==> src/rtl/pipe_pkg.sv <==
// rtl/pipe_pkg.sv - shared width helpers and defaults for the pipe drain buffer
//
// Purpose : clog2 helper plus counter/pointer width functions used to size the
//           credit counter, occupancy counter and buffer pointers.
// Ports   : none (package).
package pipe_pkg;

  localparam int DEFAULT_WIDTH   = 32;
  localparam int DEFAULT_LATENCY = 1;
  localparam int DEFAULT_DEPTH   = 4;

  // Ceiling log2, never below 1 so every derived vector has at least one bit.
  function automatic int clog2(input int n);
    int r;
    r = 0;
    for (int i = 0; i < 31; i++) begin
      if ((1 << r) < n) r = r + 1;
    end
    return (r < 1) ? 1 : r;
  endfunction

  // Credits and occupancy both count 0..depth inclusive.
  function automatic int cnt_w(input int depth);
    return clog2(depth + 1);
  endfunction

  // Pointers index 0..depth-1.
  function automatic int ptr_w(input int depth);
    return clog2(depth);
  endfunction

  localparam int DEFAULT_CNT_W = cnt_w(DEFAULT_DEPTH);
  localparam int DEFAULT_PTR_W = ptr_w(DEFAULT_DEPTH);

endpackage

==> src/rtl/pipe_valid_tracker.sv <==
// rtl/pipe_valid_tracker.sv - valid shift register shadowing the upstream pipeline
//
// Purpose : LATENCY-bit shift register; bit 0 captures in_fire, the last bit is
//           pipe_valid, i.e. high exactly when pipe_data carries an issued word.
// Ports   : clk, rst (async, active-high), clear (sync clear), in_fire,
//           pipe_valid (tracker tail), valid_bits (whole tracker, for in-flight count).
module pipe_valid_tracker #(
  parameter int LATENCY = 1
) (
  input  logic               clk,
  input  logic               rst,
  input  logic               clear,
  input  logic               in_fire,
  output logic               pipe_valid,
  output logic [LATENCY-1:0] valid_bits
);

  generate
    if (LATENCY == 1) begin : g_single
      always_ff @(posedge clk or posedge rst) begin
        if (rst)        valid_bits <= '0;
        else if (clear) valid_bits <= '0;
        else            valid_bits <= in_fire;
      end
    end else begin : g_shift
      always_ff @(posedge clk or posedge rst) begin
        if (rst)        valid_bits <= '0;
        else if (clear) valid_bits <= '0;
        else            valid_bits <= {valid_bits[LATENCY-2:0], in_fire};
      end
    end
  endgenerate

  assign pipe_valid = valid_bits[LATENCY-1];

endmodule

==> src/rtl/pipe_drain_buffer.sv <==
// rtl/pipe_drain_buffer.sv - credit-controlled FWFT buffer behind a non-stallable pipeline
//
// Purpose : issues at most DEPTH credits to the producer so every word leaving the
//           fixed-latency pipeline has a guaranteed slot, then presents the buffered
//           words to a valid/ready consumer (first-word fall-through, no bypass).
// Ports   : clk, rst (async, active-high)
//           in_valid/in_ready        producer issue handshake (credit available)
//           pipe_data                last pipeline stage data
//           out_valid/out_ready      consumer handshake, out_data = head word
//           occupancy                words stored
//           flush                    sync flush, only with PIPE_DRAIN_FLUSH_EN defined
// Config  : PIPE_DRAIN_FLUSH_EN adds the flush input and its clearing logic.
module pipe_drain_buffer
  import pipe_pkg::*;
#(
  parameter int WIDTH   = DEFAULT_WIDTH,
  parameter int LATENCY = DEFAULT_LATENCY,
  parameter int DEPTH   = DEFAULT_DEPTH
) (
  input  logic                    clk,
  input  logic                    rst,
  input  logic                    in_valid,
  output logic                    in_ready,
  input  logic [WIDTH-1:0]        pipe_data,
  output logic                    out_valid,
  input  logic                    out_ready,
  output logic [WIDTH-1:0]        out_data,
  output logic [cnt_w(DEPTH)-1:0] occupancy
`ifdef PIPE_DRAIN_FLUSH_EN
  ,
  input  logic                    flush
`endif
);

  localparam int CW = cnt_w(DEPTH);
  localparam int PW = ptr_w(DEPTH);

  logic [CW-1:0]      credits;
  logic [PW-1:0]      wr_ptr;
  logic [PW-1:0]      rd_ptr;
  logic [WIDTH-1:0]   mem [DEPTH];
  logic [LATENCY-1:0] valid_bits;
  logic               pipe_valid;
  logic               in_fire;
  logic               out_fire;
  logic               flush_i;

`ifdef PIPE_DRAIN_FLUSH_EN
  assign flush_i = flush;
`else
  assign flush_i = 1'b0;
`endif

  // Pointers wrap explicitly so DEPTH need not be a power of two.
  function automatic logic [PW-1:0] ptr_inc(input logic [PW-1:0] p);
    return (p == PW'(DEPTH - 1)) ? '0 : p + 1'b1;
  endfunction

  assign in_ready  = (credits != '0) && !flush_i;
  assign in_fire   = in_valid && in_ready;
  assign out_valid = (occupancy != '0);
  assign out_fire  = out_valid && out_ready;
  // Forced to zero when empty so a stale slot is never shown to the consumer.
  assign out_data  = out_valid ? mem[rd_ptr] : '0;

  pipe_valid_tracker #(
    .LATENCY (LATENCY)
  ) u_tracker (
    .clk        (clk),
    .rst        (rst),
    .clear      (flush_i),
    .in_fire    (in_fire),
    .pipe_valid (pipe_valid),
    .valid_bits (valid_bits)
  );

  always_ff @(posedge clk or posedge rst) begin
    if (rst) begin
      credits   <= CW'(DEPTH);
      occupancy <= '0;
      wr_ptr    <= '0;
      rd_ptr    <= '0;
    end else if (flush_i) begin
      // Flush wins over a same-cycle write or read; in-flight credits come back
      // because the tracker is cleared in the same edge.
      credits   <= CW'(DEPTH);
      occupancy <= '0;
      wr_ptr    <= '0;
      rd_ptr    <= '0;
    end else begin
      if (in_fire && !out_fire)      credits <= credits - 1'b1;
      else if (!in_fire && out_fire) credits <= credits + 1'b1;

      if (pipe_valid && !out_fire)      occupancy <= occupancy + 1'b1;
      else if (!pipe_valid && out_fire) occupancy <= occupancy - 1'b1;

      if (pipe_valid) wr_ptr <= ptr_inc(wr_ptr);
      if (out_fire)   rd_ptr <= ptr_inc(rd_ptr);
    end
  end

  // Storage needs no reset: out_data masks empty slots.
  always_ff @(posedge clk) begin
    if (pipe_valid && !flush_i) mem[wr_ptr] <= pipe_data;
  end

  a_no_overflow : assert property (@(posedge clk) disable iff (rst)
    !(pipe_valid && !flush_i && (occupancy == CW'(DEPTH)) && !out_fire));

  a_credit_balance : assert property (@(posedge clk) disable iff (rst)
    (int'(credits) + $countones(valid_bits) + int'(occupancy)) == DEPTH);

endmodule

==> config.mk <==
export PLATFORM = sky130hd
export DESIGN_NAME = pipe_drain_buffer
export DESIGN_NICKNAME = d
export VERILOG_FILES = /design/src/rtl/pipe_pkg.sv /design/src/rtl/pipe_valid_tracker.sv /design/src/rtl/pipe_drain_buffer.sv
export SDC_FILE = /design/constraint.sdc
export NUM_CORES = 1
export LEC_CHECK = 0
export CORE_ASPECT_RATIO = 0.75
export CORE_UTILIZATION = 40
export CTS_BUF_LIST = sky130_fd_sc_hd__clkbuf_16
export CTS_CLUSTER_DIAMETER = 100
export DETAILED_ROUTE_END_ITERATION = 8
export RECOVER_POWER = 50
export SYNTH_ARGS = -nofsm -noshare
export SYNTH_HDL_FRONTEND = slang
export SYNTH_SLANG_ARGS = --single-unit
==> constraint.sdc <==
create_clock -name clk -period 5.66 [get_ports clk]
set_input_delay 1.415 -clock clk [delete_from_list [all_inputs] [get_ports clk]]
set_output_delay 1.415 -clock clk [all_outputs]
set_load 0.01 [all_outputs]
Word level (Yosys, flattened, before mapping)
Memories as Yosys holds them, arrays and structs flattened.
Cells that the tools add are included.
{"block": "word_totals", "regBits": 11, "ram_bits": 128, "inputBits": 36, "out_inout_bits": 37, "wordCells": 36, "mem_count": 1}
{"block": "classes", "addsub": 6, "eq_ne": 2, "mux": 9, "reduce_logical": 13}
{"name": "mem", "depth": 4, "width": 32, "read_ports": 1, "rd_ports_with_merged_regs": 0, "write_ports": 1, "line_no": "pipe_drain_buffer.sv:41", "source": "logic [WIDTH-1:0] mem [DEPTH];"}
{"op": "$mux W32", "count": 1}
{"op": "$mux W3", "count": 4}
{"op": "$add A3 B1 Y3 const B", "count": 2}
{"op": "$logic_and A1 B1 Y1", "count": 6}
{"op": "$reduce_bool A3 Y1", "count": 2}
{"op": "$sub A3 B1 Y3 const B", "count": 2}
{"op": "$add A2 B1 Y2 const B", "count": 2}
{"op": "$eq A2 B2 Y1 const B", "count": 2}
{"op": "$mux W2", "count": 2}
{"op": "$reduce_bool A2 Y1", "count": 2}
{"op": "$logic_not A1 Y1", "count": 3}
{"op": "$mux W1", "count": 2}

Logic depth before layout (Yosys ltp)
Gate-level depths: netlist of run 1.
{"block": "depth", "depth_word": 6, "mapped_depth": 9, "mapped_depth_nobuf": 8}

By module
From an unflattened synthesis of run 1, not the netlist that was laid out.
{"block": "unflattened", "cells_unflattened": 261, "area_unflattened_um2": 5521.5}
{"module": "pipe_drain_buffer", "n_inst": 1, "cells_each": 257, "area_each_um2": 5471.5, "seq_area_each_um2": 4095.2}
{"module": "pipe_valid_tracker", "n_inst": 1, "cells_each": 4, "area_each_um2": 50.0, "seq_area_each_um2": 25.0}

Worst setup path before layout of run 1
No wires, ideal clock.
{"block": "synth_timing", "path_kind": "register -> output", "startpoint": "register occupancy[0]", "endpoint": "output out_data[22]", "arrival_time_ps": 1337, "t_required_ps": 4245, "path_slack_ps": 2908, "stages_incl_launch_ff": 5, "path_buffers": 2, "path_cell_list": "dfrtp_1 or3_1 clkbuf_1 clkbuf_1 and2_1"}
{"block": "synth_between", "elab_chain_len": 2}
{"element": "from (decl)", "line_no": "pipe_drain_buffer.sv:28", "source": "output logic [cnt_w(DEPTH)-1:0] occupancy"}
{"element": "from (signal assigned)", "line_no": "pipe_drain_buffer.sv:94", "source": "if (pipe_valid && !out_fire) occupancy <= occupancy + 1'b1;"}
{"element": "from (signal assigned)", "line_no": "pipe_drain_buffer.sv:95", "source": "else if (!pipe_valid && out_fire) occupancy <= occupancy - 1'b1;"}
{"element": "$reduce_bool A3 Y1", "line_no": "pipe_drain_buffer.sv:61", "source": "assign out_valid = (occupancy != '0);"}
{"element": "net out_valid", "line_no": "pipe_drain_buffer.sv:25", "source": "output logic out_valid,"}
{"element": "$mux W32", "line_no": "pipe_drain_buffer.sv:64", "source": "assign out_data = out_valid ? mem[rd_ptr] : '0;"}
{"element": "to (decl)", "line_no": "pipe_drain_buffer.sv:27", "source": "output logic [WIDTH-1:0] out_data,"}
The timed path passes the listed nets, and every way through them passes these cells.

Worst setup path in the final report of run 1
{"block": "layout_timing", "startpoint": "register rd_ptr[0]", "endpoint": "output out_data[0]"}
{"block": "layout_between", "elab_chain_len": 2}
{"element": "from (decl)", "line_no": "pipe_drain_buffer.sv:40", "source": "logic [PW-1:0] rd_ptr;"}
{"element": "from (signal assigned)", "line_no": "pipe_drain_buffer.sv:98", "source": "if (out_fire) rd_ptr <= ptr_inc(rd_ptr);"}
{"element": "$mem_v2 Z4 W32"}
{"element": "$mux W32", "line_no": "pipe_drain_buffer.sv:64"}
No other way between the ends.

==> key figures, run 1 <==
Global routing
  • First-pass GRT wire length: 15.1 mm
  • Global route total overflow: 0
  • Vias in the first global route: 2749
  • Initial antenna violation count: 0
  • Pin count of the biggest net entering global routing: 35
  • Gr usage total: 0.155

Synth
  • Top FF cell, synth: edfxtp_1
  • Register area share after synthesis: 0.750
  • Post-synth ARST share: 0.0791
  • Number of synthesized flops with an enable pin: 128
  • FF+latch count, synth: between 100 and 150
  • Distinct cells, synth: 22
  • Syn Std Cell Area: 5490 um2
  • Post-Syn Instances: between 200 and 300
  • Net Count, Synth: a little over 300
  • Yosys Warn Count: 0
  • Syn_area_per_cell: 21.4 um2

Finish
  • N_diodes: 0
  • Filler Cells Inserted: 1041
  • Area grow syn2layout: 26.5%
  • Nets: 384
  • Commonest non-fill, non-tap cell in the layout: edfxtp_1
  • Commonest cells after routing, fill and taps aside: 128 x edfxtp_1, 39 x clkdlybuf4s50_1, 33 x dlygate4sd3_1, 32 x and2_1, 28 x mux4_2
  • Non-filler cells, final: ~520
  • Fraction of layout cells with a size suffix above 1: 0.202

Placement
  • I/O Buffers: 72
  • RD Place Congestion: 0.666
  • DP Wirelength: 5.66 mm
  • Placed insts: around 490

Timing
  • Max-slew violation count: 33
  • Final Critical Period: 4.21 ns
  • Final period utilization: 0.744
  • Final Hold Vio Count: 0
  • Slew headroom: -0.721
  • TNS Setup: 0 ns
  • Final setup fails: 0
  • Slew @ Worst Pin: roughly 2.6 ns
  • RSZ-0062 raised after global routing: no
  • Max frequency: 237 MHz
  • Setup Skew: 0.00827 ns

Floorplan
  • # rows: 36
  • I/O pin count: 73
  • Die H: 103 um
  • Die width: 137 um
  • Std-Cell Core Area: 13200 um2
  • Die area: 14200 um2
  • Starting Density: 0.416

Power
  • Final Power: 3.89 mW
  • Power Density: 560 nW/um2
  • Leakage power: roughly 2.4 nW
  • Maximum vdd ir drop: 0.245 mV

Routing
  • WL final: 9.70 mm
  • Drt drc: 0
  • Wire per inst: 18.5 um
  • First-pass DRT Iterations: 4
  • DRT iter0 DRCs: 144
  • Detail Route Antenna Nets: 0
  • Vias per std cell: 4.94
  • Via Count: 2582

Clock network
  • H-Tree Depth: 4
  • # resized after CTS: 0
  • Post-CTS setup buffer count: 0
  • CTS buffer count: 17
  • Clock latency on the worst-skew pair: 0.41 ns
  • CTS Buffer Depth: 2
  • Root Driver: clkbuf_16
  • CTS tree: yes
  • # clock sinks: between 100 and 150
  • CTS Hold Buffers Added: 0
  • Clk slew on worst S/H paths: approximately 0.060 ns

Worst hold path
  • Hold Path Class: reg2reg

Status
  • Outcome: finished, violations left
  • Failing checks: capacitance limit, slew limit

Worst setup path
  • CP Data Required Time: 4.24 ns
  • Worst Setup End Kind: primary output
  • Crit path launch type: flip-flop
  • Worst EP arrival: 2.80 ns
  • Max FO, Critical Path: 23
  • CP Class: reg2out

Run
  • Number of max-cap violations: 1
report_power, final:
| part | total, mW | switching (mW) | internal (mW) |
|---|---|---|---|
| combinational | 1.26 | 0.515 | 0.744 |
| sequential | 1.53 | 0.157 | 1.37 |
| clock | 1.11 | 0.415 | 0.691 |
| total | 3.89 | 1.09 | 2.80 |
metal layers:
metal / part of all wire / GRT usage / up-vias
li1: - / - / 1180
met1: 0.46 / 0.199 / 1317
met2: 0.47 / 0.235 / 67
met3: 0.055 / 0.0614 / 18
met4: 0.016 / 0.0659 / 0
met5: 0 / 0 / -
layout make-up:
type | count | area, um2 | share of cell area
clock buffers | 17 | 425 | 0.0612
multi-input cells | 98 | 1240 | 0.179
clock inverters | 15 | 173 | 0.0248
well taps | 171 | 214 | 0.0308
flip-flops and latches | 139 | 4120 | 0.593
inverters | 8 | 30.0 | 0.00432
repair buffers | 75 | 743 | 0.107
worst paths after layout:
kind	from	end	slack (ns)	cells past startpoint
max	rd_ptr[0]	out_data[0]	1.45	4
min	occupancy[2]	occupancy[2]	0.50	1
max reg2reg	wr_ptr[0]	mem[3][3]	2.78	2
min reg2reg	occupancy[2]	occupancy[2]	0.50	1
max in group asynchronous	rst	rd_ptr[1]	3.82	2
min in group asynchronous	rst	wr_ptr[0]	1.47	2
critical path: stages (launching register included):
cell             delay, ns
dfrtp_2               0.85
buf_4                 0.31
mux4_1                0.55
and2_1                0.18
clkdlybuf4s50_1       0.48
sequential cells by signal (all words and copies together), names as in the netlist:
signal,count
mem,128
occupancy,3
wr_ptr,2
u_tracker.pipe_valid,1
rd_ptr,2
credits,3
cell usage after synthesis (3+ instances only):
cell	number	area [um2]
clkbuf_1	5	18.8
mux4_2	28	631
edfxtp_1	128	3840
ha_1	7	87.6
mux2_2	3	33.8
nor2_1	3	11.3
inv_1	8	30.0
mux4_1	4	105
buf_2	3	15.0
buf_12	3	60.1
dfrtp_1	10	250
xor2_1	4	35.0
and2_1	37	231
cells by family after synthesis:
family	Yosys count	synth area share
xor gates and xnor gates	6	0.00957
AOI/OAI and AO/OA	2	0.00182
muxes	36	0.142
buffers and inverters	20	0.0246
adders and majority gates	9	0.0232
and+or+nand+nor	45	0.0487
DFF	139	0.750
per-stage QoR:
step	cell area [um2]	worst slack [ns]	hold WS, ns	utilization
global placement	6350	1.83	0.485	0.481
finish	6950	1.45	0.497	0.527
detailed placement	6350	1.82	0.485	0.481
global route	6950	1.25	0.510	0.527
floorplan	5490	2.91	0.461	-
CTS	6950	1.37	0.497	0.527
Power figures use the tool's default switching activity.
==> run 2, diff against run 1 <==
==> constraint.sdc (replaced) <==
create_clock -name clk -period 3.6 [get_ports clk]
set_input_delay 0.9 -clock clk [delete_from_list [all_inputs] [get_ports clk]]
set_output_delay 0.9 -clock clk [all_outputs]
set_load 0.01 [all_outputs]
==> key figures, run 2 (synthesis results as in run 1) <==
Status
  • Outcome: finished, violations left
  • Failing checks: capacitance limit, slew limit

Timing
  • Setup Skew: about 0.013 ns
  • TNS Setup: 0 ns
  • Slew headroom: -0.644
  • Max-slew violation count: 33
  • Hold WS: 0.492 ns
  • Final Critical Period: 3.35 ns
  • RSZ-0062 raised after global routing: no
  • Final Hold Vio Count: 0
  • Final setup fails: 0
  • Max frequency: 298 MHz
  • Slew @ Worst Pin: 2.46 ns
  • Final period utilization: 0.932
  • Final WS setup: 0.247 ns

Routing
  • WL final: between 9 and 10 mm
  • First-pass DRT Iterations: 4
  • Vias per std cell: 4.88
  • Drt drc: 0
  • Wire per inst: 18.1 um
  • Via Count: 2569
  • DRT iter0 DRCs: 115
  • Detail Route Antenna Nets: 0

Finish
  • Most flop-heavy register: mem
  • Area grow syn2layout: 26.3%
  • Non-filler cells, final: 526
  • Fraction of layout cells with a size suffix above 1: 0.209
  • Number of flip-flops under the largest register name: 128
  • Nets: just under 400
  • Commonest non-fill, non-tap cell in the layout: edfxtp_1
  • Commonest cells after routing, fill and taps aside: 128 x edfxtp_1, 39 x clkdlybuf4s50_1, 33 x dlygate4sd3_1, 32 x and2_1, 28 x mux4_2
  • Top flop regs: mem x128, credits x3, occupancy x3

Power
  • Maximum vdd ir drop: 0.384 mV
  • Final Power: 6.00 mW
  • Leakage power: 2.34 nW
  • Power Density: about 860 nW/um2

Floorplan
  • Die area: roughly 14000 um2
  • Std-Cell Core Area: 13200 um2
  • # rows: 36
  • Die width: approximately 140 um
  • Starting Density: 0.416
  • I/O pin count: 73
  • Die H: 103 um

Global routing
  • Vias in the first global route: 2770
  • Pin count of the biggest net entering global routing: 33
  • Initial antenna violation count: 1
  • Gr usage total: 0.152
  • First-pass GRT wire length: 14.8 mm
  • Global route total overflow: 0

Clock network
  • Clock latency on the worst-skew pair: 0.42 ns
  • CTS buffer count: 17
  • Post-CTS setup buffer count: 0
  • CTS Buffer Depth: 2
  • Root Driver: clkbuf_16
  • CTS tree: yes
  • # clock sinks: 139
  • # resized after CTS: 0
  • H-Tree Depth: 4
  • Clk slew on worst S/H paths: 0.06 ns
  • CTS Hold Buffers Added: 0

Worst hold path
  • Hold Path Class: reg2reg

Placement
  • I/O Buffers: 72
  • RD Place Congestion: approximately 0.67
  • Placed insts: between 400 and 500
  • Dpl ws: 0.628 ns
  • DP Wirelength: 5.72 mm

Worst setup path
  • Crit path launch type: flip-flop
  • Worst EP arrival: 2.45 ns
  • Worst Setup End Kind: primary output
  • CP Class: reg2out
  • CP Data Required Time: 2.70 ns
  • Max FO, Critical Path: 11

Run
  • Number of max-cap violations: 1
run 2: changes by cell type in the layout (fill, tap and decap cells not counted), sizes merged:
cell      previous run  this run
buf                  3         5
clkinv               8         7
diode                0         1
clkinvlp             2         7
bufinv               3         1
inv                 10         8
run 2: where the power goes:
group / internal (mW) / leakage (nW) / switching, mW / total (mW)
logic: 1.20 / 0.785 / 0.877 / 2.07
registers: 2.15 / 1.30 / 0.178 / 2.33
clock network: 0.943 / 0.253 / 0.646 / 1.59
run 2: cell type report:
cell class	instances	area, um2
clock inverters	15	129
multi-input cells	98	1240
repair buffers	77	771
well taps	171	214
fillers	1048	6260
clock buffers	17	425
diodes	1	2.50
flip-flops and latches	139	4120
inverters	8	30.0
run 2: final timing paths:
path	from	to	slack, ns	cells past startpoint
setup / recovery	rd_ptr[0]	out_data[10]	0.25	4
hold / removal	credits[0]	credits[0]	0.49	1
setup reg to reg	wr_ptr[0]	mem[3][9]	0.81	2
hold reg to reg	credits[0]	credits[0]	0.49	1
max in group asynchronous	rst	rd_ptr[0]	2.30	2
min in group asynchronous	rst	wr_ptr[1]	0.95	2
run 2: critical path, stage by stage (launching register included):
cell             delay [ns]
dfrtp_2                0.55
buf_4                  0.31
mux4_2                 0.54
and2_1                 0.17
clkdlybuf4s50_1        0.47
run 2: stage by stage:
| step | instance area, um2 | utilization |
|---|---|---|
| 2_1_floorplan | 5490 | - |
| 3_3_place_gp | 6380 | 0.483 |
| 3_5_place_dp | 6380 | 0.483 |
| 4_1_cts | 6930 | 0.525 |
| 5_1_grt | 6930 | 0.525 |
| 6_report | 6940 | 0.526 |
run 2: routing by layer:
metal | global-route usage | vias up | wire [um]
met2 | 0.236 | 71 | 4470
li1 | - | 1184 | -
met3 | 0.0653 | 15 | 672
met4 | 0.0634 | 0 | 154
met5 | 0 | - | 0
met1 | 0.190 | 1299 | 4230
